**config.mk**
```make
export PLATFORM = sky130hd
export DESIGN_NAME = ace_snoop_responder
export DESIGN_NICKNAME = d
export VERILOG_FILES = /design/src/rtl/ccu_pkg.sv /design/src/rtl/ace_snoop_cd_serializer.sv /design/src/rtl/ace_snoop_responder.sv
export SDC_FILE = /design/constraint.sdc
export NUM_CORES = 2
export LEC_CHECK = 0
export BUFFER_PORTS_ARGS = -buffer_cell sky130_fd_sc_hd__buf_2
export CAP_MARGIN = 20
export CORE_AREA = 2 2 310 312
export CTS_CLUSTER_DIAMETER = 40
export CTS_CLUSTER_SIZE = 25
export DETAILED_ROUTE_END_ITERATION = 8
export DIE_AREA = 0 0 312 314
export PLACE_DENSITY_LB_ADDON = 0.2
export SETUP_SLACK_MARGIN = 0.5
export SLEW_MARGIN = 10
export SYNTH_ARGS = -nofsm -noshare
export SYNTH_HDL_FRONTEND = slang
export SYNTH_SLANG_ARGS = --single-unit
export TNS_END_PERCENT = 30
```
**constraint.sdc**
```tcl
create_clock -name clk_i -period 45.8 [get_ports clk_i]
set_input_delay 9.16 -clock clk_i [delete_from_list [all_inputs] [get_ports clk_i]]
set_output_delay 9.16 -clock clk_i [all_outputs]
set_load 0.03 [all_outputs]
```
**src/rtl/ccu_pkg.sv**
```systemverilog
// Shared CCU snoop-port types: line states, CR bit positions, ACSNOOP encodings,
// the snoop request/response structs and the per-snoop response/state decode.
package ccu_pkg;

    localparam int unsigned AC_ADDR_WIDTH = 64;
    localparam int unsigned CD_DATA_WIDTH = 64;

    typedef enum logic [2:0] {
        INVALID      = 3'd0,
        UNIQUE_CLEAN = 3'd1,
        UNIQUE_DIRTY = 3'd2,
        SHARED_CLEAN = 3'd3,
        SHARED_DIRTY = 3'd4
    } line_state_e;

    localparam int CR_DT  = 0;
    localparam int CR_ERR = 1;
    localparam int CR_PD  = 2;
    localparam int CR_IS  = 3;
    localparam int CR_WU  = 4;

    localparam logic [3:0] SNP_READ_ONCE        = 4'b0000;
    localparam logic [3:0] SNP_READ_SHARED      = 4'b0001;
    localparam logic [3:0] SNP_READ_CLEAN       = 4'b0010;
    localparam logic [3:0] SNP_READ_NOT_SHR_DTY = 4'b0011;
    localparam logic [3:0] SNP_READ_UNIQUE      = 4'b0111;
    localparam logic [3:0] SNP_CLEAN_SHARED     = 4'b1000;
    localparam logic [3:0] SNP_CLEAN_INVALID    = 4'b1001;
    localparam logic [3:0] SNP_MAKE_INVALID     = 4'b1101;

    typedef struct packed {
        logic [AC_ADDR_WIDTH-1:0] addr;
        logic [3:0]               snoop;
    } ac_chan_t;

    typedef struct packed {
        logic [CD_DATA_WIDTH-1:0] data;
        logic                     last;
    } cd_chan_t;

    typedef struct packed {
        ac_chan_t ac;
        logic     ac_valid;
        logic     cr_ready;
        logic     cd_ready;
    } ace_snoop_req_t;

    typedef struct packed {
        logic       ac_ready;
        logic       cr_valid;
        logic [4:0] cr_resp;
        logic       cd_valid;
        cd_chan_t   cd;
    } ace_snoop_resp_t;

    typedef struct packed {
        logic [4:0]  cr;
        line_state_e new_state;
    } snoop_dec_t;

    // Misses and unknown encodings leave the line untouched and answer CR=0.
    function automatic snoop_dec_t snoop_decode(input logic [3:0] snoop, input line_state_e st);
        snoop_dec_t d;
        logic hit, dirty, shared;
        hit    = (st != INVALID);
        dirty  = (st == UNIQUE_DIRTY) || (st == SHARED_DIRTY);
        shared = (st == SHARED_CLEAN) || (st == SHARED_DIRTY);
        d.cr        = '0;
        d.new_state = st;
        if (hit) begin
            case (snoop)
                SNP_READ_ONCE: begin
                    d.cr[CR_DT] = 1'b1;
                    d.cr[CR_IS] = 1'b1;
                    d.cr[CR_WU] = ~shared;
                end
                SNP_READ_SHARED, SNP_READ_CLEAN, SNP_READ_NOT_SHR_DTY: begin
                    d.cr[CR_DT] = 1'b1;
                    d.cr[CR_IS] = 1'b1;
                    d.cr[CR_PD] = dirty;
                    d.cr[CR_WU] = ~shared;
                    d.new_state = SHARED_CLEAN;
                end
                SNP_READ_UNIQUE: begin
                    d.cr[CR_DT] = 1'b1;
                    d.cr[CR_PD] = dirty;
                    d.cr[CR_WU] = ~shared;
                    d.new_state = INVALID;
                end
                SNP_CLEAN_INVALID: begin
                    d.cr[CR_DT] = dirty;
                    d.cr[CR_PD] = dirty;
                    d.cr[CR_WU] = ~shared;
                    d.new_state = INVALID;
                end
                SNP_CLEAN_SHARED: begin
                    d.cr[CR_DT] = dirty;
                    d.cr[CR_PD] = dirty;
                    d.cr[CR_IS] = 1'b1;
                    d.cr[CR_WU] = ~shared;
                    d.new_state = shared ? SHARED_CLEAN : UNIQUE_CLEAN;
                end
                SNP_MAKE_INVALID: begin
                    d.cr[CR_WU] = ~shared;
                    d.new_state = INVALID;
                end
                default: ;
            endcase
        end
        return d;
    endfunction

endpackage

```
**src/rtl/ace_snoop_cd_serializer.sv**
```systemverilog
// Holds the snooped line and streams it out as LineWidth/DataWidth CD beats, beat 0 first.
// Latency: first beat valid the cycle after start_i; one beat per cycle with cd_ready high.
// Backpressure: beat, data and last held while cd_ready_i is low; counter moves only on handshake.
module ace_snoop_cd_serializer #(
    parameter int unsigned LineWidth = 512,
    parameter int unsigned DataWidth = 64
) (
    input  logic                 clk_i,
    input  logic                 rst_i,
    input  logic                 load_i,
    input  logic [LineWidth-1:0] line_i,
    input  logic                 start_i,
    input  logic                 cd_ready_i,
    output logic                 cd_valid_o,
    output logic [DataWidth-1:0] cd_data_o,
    output logic                 cd_last_o,
    output logic                 done_o
);

    localparam int unsigned Beats = LineWidth / DataWidth;
    localparam int unsigned CntW  = (Beats > 1) ? $clog2(Beats) : 1;

    logic [LineWidth-1:0] line_q;
    logic [CntW-1:0]      beat_q;
    logic                 valid_q;
    logic                 beat_hs;

    assign cd_valid_o = valid_q;
    assign cd_data_o  = line_q[beat_q*DataWidth +: DataWidth];
    assign cd_last_o  = valid_q && (beat_q == CntW'(Beats - 1));
    assign beat_hs    = valid_q && cd_ready_i;
    assign done_o     = beat_hs && cd_last_o;

    always_ff @(posedge clk_i or posedge rst_i) begin
        if (rst_i) begin
            line_q  <= '0;
            beat_q  <= '0;
            valid_q <= 1'b0;
        end else begin
            if (load_i) begin
                line_q <= line_i;
            end
            if (start_i) begin
                valid_q <= 1'b1;
            end else if (done_o) begin
                valid_q <= 1'b0;
            end
            if (beat_hs) begin
                beat_q <= cd_last_o ? '0 : beat_q + 1'b1;
            end
        end
    end

endmodule

```
**src/rtl/ace_snoop_responder.sv**
```systemverilog
// Cache-side ACE snoop responder: AC accept, line lookup, state update, CR response, CD line data.
// Latency: AC->lookup 1, ->update 1 (if state changes), ->CR 1, ->CD; ACE_SNOOP_RSP_CD_OVERLAP_EN merges CR and CD.
// Backpressure: one snoop in flight; ac_ready only in IDLE, every valid held until its ready.
module ace_snoop_responder
    import ccu_pkg::*;
#(
    parameter int unsigned LineWidth    = 512,
    parameter int unsigned DataWidth    = 64,
    parameter int unsigned AddrWidth    = 64,
    parameter type         snoop_req_t  = ace_snoop_req_t,
    parameter type         snoop_resp_t = ace_snoop_resp_t
) (
    input  logic                 clk_i,
    input  logic                 rst_i,
    input  snoop_req_t           snoop_req_i,
    output snoop_resp_t          snoop_resp_o,
    output logic                 lookup_valid_o,
    output logic [AddrWidth-1:0] lookup_addr_o,
    input  logic                 lookup_ready_i,
    input  logic [2:0]           lookup_state_i,
    input  logic [LineWidth-1:0] lookup_data_i,
    output logic                 upd_valid_o,
    output logic [AddrWidth-1:0] upd_addr_o,
    output logic [2:0]           upd_state_o,
    input  logic                 upd_ready_i
);

`ifdef ACE_SNOOP_RSP_CD_OVERLAP_EN
    localparam bit Overlap = 1'b1;
`else
    localparam bit Overlap = 1'b0;
`endif

    localparam logic [AddrWidth-1:0] OffsetMask = AddrWidth'(LineWidth / 8 - 1);

    typedef enum logic [2:0] {ST_IDLE, ST_LOOKUP, ST_UPDATE, ST_CR, ST_CD, ST_RESP} fsm_e;

    fsm_e                 state_q, state_d, resp_state;
    logic [AddrWidth-1:0] addr_q;
    logic [3:0]           snoop_q;
    logic [4:0]           cr_q;
    line_state_e          new_state_q;
    logic                 cr_done_q;
    snoop_dec_t           dec;
    logic                 ac_hs, lookup_hs, cr_valid, cr_hs, need_upd;
    logic                 cd_start, cd_valid, cd_last, cd_done;
    logic [DataWidth-1:0] cd_data;

    assign resp_state     = Overlap ? ST_RESP : ST_CR;
    assign dec            = snoop_decode(snoop_q, line_state_e'(lookup_state_i));
    assign need_upd       = (dec.new_state != line_state_e'(lookup_state_i));
    assign ac_hs          = (state_q == ST_IDLE) && snoop_req_i.ac_valid;
    assign lookup_valid_o = (state_q == ST_LOOKUP);
    assign lookup_hs      = lookup_valid_o && lookup_ready_i;
    assign lookup_addr_o  = addr_q;
    assign upd_valid_o    = (state_q == ST_UPDATE);
    assign upd_addr_o     = addr_q;
    assign upd_state_o    = new_state_q;
    assign cr_valid       = (state_q == ST_CR) || ((state_q == ST_RESP) && !cr_done_q);
    assign cr_hs          = cr_valid && snoop_req_i.cr_ready;

    always_ff @(posedge clk_i or posedge rst_i) begin
        if (rst_i) begin
            state_q     <= ST_IDLE;
            addr_q      <= '0;
            snoop_q     <= '0;
            cr_q        <= '0;
            new_state_q <= INVALID;
            cr_done_q   <= 1'b0;
        end else begin
            state_q <= state_d;
            if (ac_hs) begin
                addr_q  <= snoop_req_i.ac.addr & ~OffsetMask;
                snoop_q <= snoop_req_i.ac.snoop;
            end
            if (lookup_hs) begin
                cr_q        <= dec.cr;
                new_state_q <= dec.new_state;
            end
            if (state_d == ST_IDLE) begin
                cr_done_q <= 1'b0;
            end else if (cr_hs) begin
                cr_done_q <= 1'b1;
            end
        end
    end

    // In overlap mode the CD stream is launched on entry to RESP so both channels rise together.
    always_comb begin
        state_d  = state_q;
        cd_start = 1'b0;
        case (state_q)
            ST_IDLE: if (ac_hs) state_d = ST_LOOKUP;
            ST_LOOKUP: begin
                if (lookup_hs) begin
                    if (need_upd) begin
                        state_d = ST_UPDATE;
                    end else begin
                        state_d  = resp_state;
                        cd_start = Overlap && dec.cr[CR_DT];
                    end
                end
            end
            ST_UPDATE: begin
                if (upd_ready_i) begin
                    state_d  = resp_state;
                    cd_start = Overlap && cr_q[CR_DT];
                end
            end
            ST_CR: begin
                if (cr_hs) begin
                    state_d  = cr_q[CR_DT] ? ST_CD : ST_IDLE;
                    cd_start = cr_q[CR_DT];
                end
            end
            ST_CD: if (cd_done) state_d = ST_IDLE;
            ST_RESP: begin
                if ((cr_done_q || cr_hs) && (!cd_valid || cd_done)) state_d = ST_IDLE;
            end
            default: state_d = ST_IDLE;
        endcase
    end

    ace_snoop_cd_serializer #(
        .LineWidth (LineWidth),
        .DataWidth (DataWidth)
    ) u_cd_ser (
        .clk_i      (clk_i),
        .rst_i      (rst_i),
        .load_i     (lookup_hs),
        .line_i     (lookup_data_i),
        .start_i    (cd_start),
        .cd_ready_i (snoop_req_i.cd_ready),
        .cd_valid_o (cd_valid),
        .cd_data_o  (cd_data),
        .cd_last_o  (cd_last),
        .done_o     (cd_done)
    );

    always_comb begin
        snoop_resp_o          = '0;
        snoop_resp_o.ac_ready = (state_q == ST_IDLE);
        snoop_resp_o.cr_valid = cr_valid;
        snoop_resp_o.cr_resp  = cr_q;
        snoop_resp_o.cd_valid = cd_valid;
        snoop_resp_o.cd.data  = cd_data;
        snoop_resp_o.cd.last  = cd_last;
    end

endmodule
```
==> flow_metrics.env <==
export IMPL_die_area_sq_um=97970
export IMPL_dp_slack_ns=32.95
export IMPL_post_synth_most_frequent_cells="1,553 x sky130_fd_sc_hd__nand2_1, 589 x sky130_fd_sc_hd__dfrtp_1, 128 x sky130_fd_sc_hd__mux4_2"
export IMPL_dr_first_iter_drc_count=1486
export IMPL_max_slew_worst_pin_slew_ns=1.009
export IMPL_synth_enable_flop_cells=0
export IMPL_report_final_slew_viol_count=0
export IMPL_tns_ns=0
export IMPL_drtPass1Iterations=5
export IMPL_routability_congestion_estimate=0.8117
export IMPL_timing_critical_path_max_delay_family="buffers and inverters"
export IMPL_die_w_microns=312
export IMPL_critical_path_class="flip-flop to primary output"
export IMPL_residual_antenna_violating_net_count_after_detailed_routing=0
export IMPL_cts_repair_timing_setup_buffer_count=0
export IMPL_min_delay_path_class="flip-flop to flip-flop"
export IMPL_design_final_nets=4005
export IMPL_row_count=113
export IMPL_routed_via_density=4.430
export IMPL_power_density_nw_per_um2=41.06
export IMPL_grt_ovfl_total=0
export IMPL_dominantRegCellSynth="sky130_fd_sc_hd__dfrtp_1"
export IMPL_via_count=21250
export IMPL_cp_end_kind="primary output"
export IMPL_initial_core_util_pct=28.49
export IMPL_core_area_sq_um=94450
export IMPL_maximum_number_of_pins_on_one_net_before_global_route_repair=159
export IMPL_final_setup_viol_count=0
export IMPL_path_clk_slew_ns=0.05
export IMPL_cp_cell_sequence="buf_4 -> buf_4 -> mux4_2 -> mux2_2 -> buf_2"
export IMPL_ir_drop_mv=0.02917
export IMPL_numCtsBuffers=110
export IMPL_post_synth_main_area_contributors="sky130_fd_sc_hd__dfrtp_1 55%, sky130_fd_sc_hd__nand2_1 22%, sky130_fd_sc_hd__mux4_2 11%"
export IMPL_critPathLaunchType="flip-flop"
export IMPL_total_power_mw=1.452
export IMPL_p_leak_nw=19.61
export IMPL_grt_pass1_vias=22130
export IMPL_post_route_drc_count=0
export IMPL_crit_path_max_fanout=36
export IMPL_yosys_register_bits=589
export IMPL_synth_area_sq_um=26910
export IMPL_post_cts_hold_buffer_count=0
export IMPL_post_synth_num_cell_types=45
export IMPL_design_portCount=796
export IMPL_global_route_usage_total_pct=18.34
export IMPL_clock_sinks=589
export IMPL_synth_top_cell_area_share_pct=54.77
export IMPL_worst_r2r_setup_slack_ns=42.02
export IMPL_post_route_worst_setup_slack_ns=32.47
export IMPL_cts_repair_resize_count=0
export IMPL_skew_ns=0.02684
export IMPL_slowest_delay_ns=0.79
export IMPL_max_clock_path_buffers=3
export IMPL_worstSkewPairLatency_ns=0.69
export IMPL_die_y_microns=314
export IMPL_routed_wire_length_microns=90950
export IMPL_hold_viol_final=0
export IMPL_crit_buf_inv=3
export IMPL_synthArstFlopShare_pct=100.0
export IMPL_grt_first_pass_wirelength_microns=137000
export IMPL_route_detailed_wl_per_inst_microns=18.96
export IMPL_portbufs=776
export IMPL_relSlewSlack_pct=32.75
export IMPL_tritoncts="done"
export IMPL_run_status="complete, no violations"
export IMPL_flow_area_growth_from_synthesis_pct=31.42
export IMPL_synthesis_area_per_instance_sq_um=9.861
export IMPL_cpMostUsedCell="sky130_fd_sc_hd__buf_4"
export IMPL_root_buffer="sky130_fd_sc_hd__clkbuf_16"
export IMPL_number_of_antenna_violations_at_the_first_check_in_global_routing=64
export IMPL_drive_gt1_share_pct=36.14
export IMPL_synth_most_common_cell="sky130_fd_sc_hd__nand2_1"
export IMPL_synth_top_cell_by_area="sky130_fd_sc_hd__dfrtp_1"
export IMPL_ratio_of_final_minimum_period_to_clock_period_pct=29.11
export IMPL_setup_repair_after_global_routing_missed_its_margin="no"
export IMPL_timing_fmax_ghz=0.07500
export IMPL_critPathRequiredTime_ns=36.64
export IMPL_htree_levels=3
export IMPL_post_layout_min_period_ns=13.33
export IMPL_worst_path_cell_with_the_longest_stage_delay="sky130_fd_sc_hd__dfrtp_4"
export IMPL_max_cap_violations=0
export IMPL_warnings_synthesis=0
export IMPL_share_of_the_yosys_chip_area_belonging_to_registers_pct=54.77
export IMPL_crit_arrival_ns=4.17
export IMPL_post_synth_inst_count=2729
export IMPL_hpwlAfterDp_microns=63660
[per-layer routing]
metal	wire (microns)	GRT usage [%]	vias up
met5	430	0	-
met4	2281	6.042	70
met3	7564	6.924	200
met2	43030	29.15	605
met1	37640	22.99	10260
li1	-	-	10120
[area by class of cell]
class / instances / area [sq um]
clock buffers: 134 / 3057
repair buffers: 800 / 4089
clock inverters: 74 / 1041
fillers: 9796 / 59080
diodes: 24 / 60.06
flip-flops and latches: 589 / 14750
inverters: 7 / 33.78
multi-input cells: 1905 / 10750
well taps: 1265 / 1583
[worst paths after layout]
check                                            startpoint                               end  cells after the start
max                          u_cd_ser.beat_q[0]$_DFFE_PP0P_                  snoop_resp_o[58]                      5
min                        u_cd_ser.line_q[192]$_DFFE_PP0P_  u_cd_ser.line_q[192]$_DFFE_PP0P_                      2
max reg2reg                            state_q[0]$_DFF_PP0_  u_cd_ser.line_q[471]$_DFFE_PP0P_                      7
min reg2reg                u_cd_ser.line_q[192]$_DFFE_PP0P_  u_cd_ser.line_q[192]$_DFFE_PP0P_                      2
max in group asynchronous                             rst_i  u_cd_ser.line_q[219]$_DFFE_PP0P_                      4
min in group asynchronous                             rst_i  u_cd_ser.line_q[368]$_DFFE_PP0P_                      2
[logic make-up (layout without fill, tap and decap cells)]
kind of cell / count (synthesis) / in the layout / synth area share [%]
AOI/OAI and AO/OA: 42 / 42 / 1.074
buffers and inverters: 247 / 1015 / 5.482
DFF: 589 / 589 / 54.77
muxes: 256 / 256 / 16.06
and+or+nand+nor: 1591 / 1591 / 22.48
adders and majority gates: 2 / 2 / 0.09297
xor gates and xnor gates: 1 / 1 / 0.03255
other: 1 / 37 / 0.01393
[worst reg2reg max path: cells and delay by family (launching register included)]
kind,cells,cell delay [ns]
flip-flops,1,0.51
buffers and inverters,3,1.72
AND/OR/NAND/NOR,4,1.50
[report_power, final]
| group | switching, mW | total (mW) | internal [mW] |
|---|---|---|---|
| combinational | 0.0217 | 0.0404 | 0.0187 |
| clock | 0.299 | 0.890 | 0.591 |
| sequential | 0 | 0.521 | 0.521 |
| total | 0.321 | 1.45 | 1.13 |
[state kept, by name, summed over array words and instances, names as in the netlist]
register and flops:
cr_done_q 1, cr_q 4, lookup_addr_o 58, snoop_q 4, state_q 3, u_cd_ser.beat_q 3, u_cd_ser.cd_valid_o 1, u_cd_ser.line_q 512
upd_state_o 3
[per-stage QoR]
stage / utilization (%) / std cells / hold slack [ns] / cell area (sq um)
after floorplan: - / 2741 / 0.4403 / 26960
after global placement: 33.04 / 4566 / 0.4539 / 31210
after detailed placement: 33.04 / 4566 / 0.4570 / 31210
after CTS: 37.38 / 4774 / 0.4690 / 35310
after global routing: 37.43 / 4792 / 0.4793 / 35350
final: 37.45 / 4798 / 0.4646 / 35370
[cell usage in the layout, fill, tap and decap left out, types with 13 or more instances in the layout]
cell and instances:
sky130_fd_sc_hd__nand2_1 1552, sky130_fd_sc_hd__dfrtp_1 586, sky130_fd_sc_hd__buf_4 22, sky130_fd_sc_hd__bufinv_16 20, sky130_fd_sc_hd__conb_1 13, sky130_fd_sc_hd__clkbuf_16 113, sky130_fd_sc_hd__clkbuf_8 15, sky130_fd_sc_hd__buf_2 776
sky130_fd_sc_hd__mux4_2 128, sky130_fd_sc_hd__clkinv_2 17, sky130_fd_sc_hd__diode_2 24, sky130_fd_sc_hd__mux2_2 126, sky130_fd_sc_hd__clkinvlp_4 13
No activity file was read; power rests on OpenSTA's default activity.
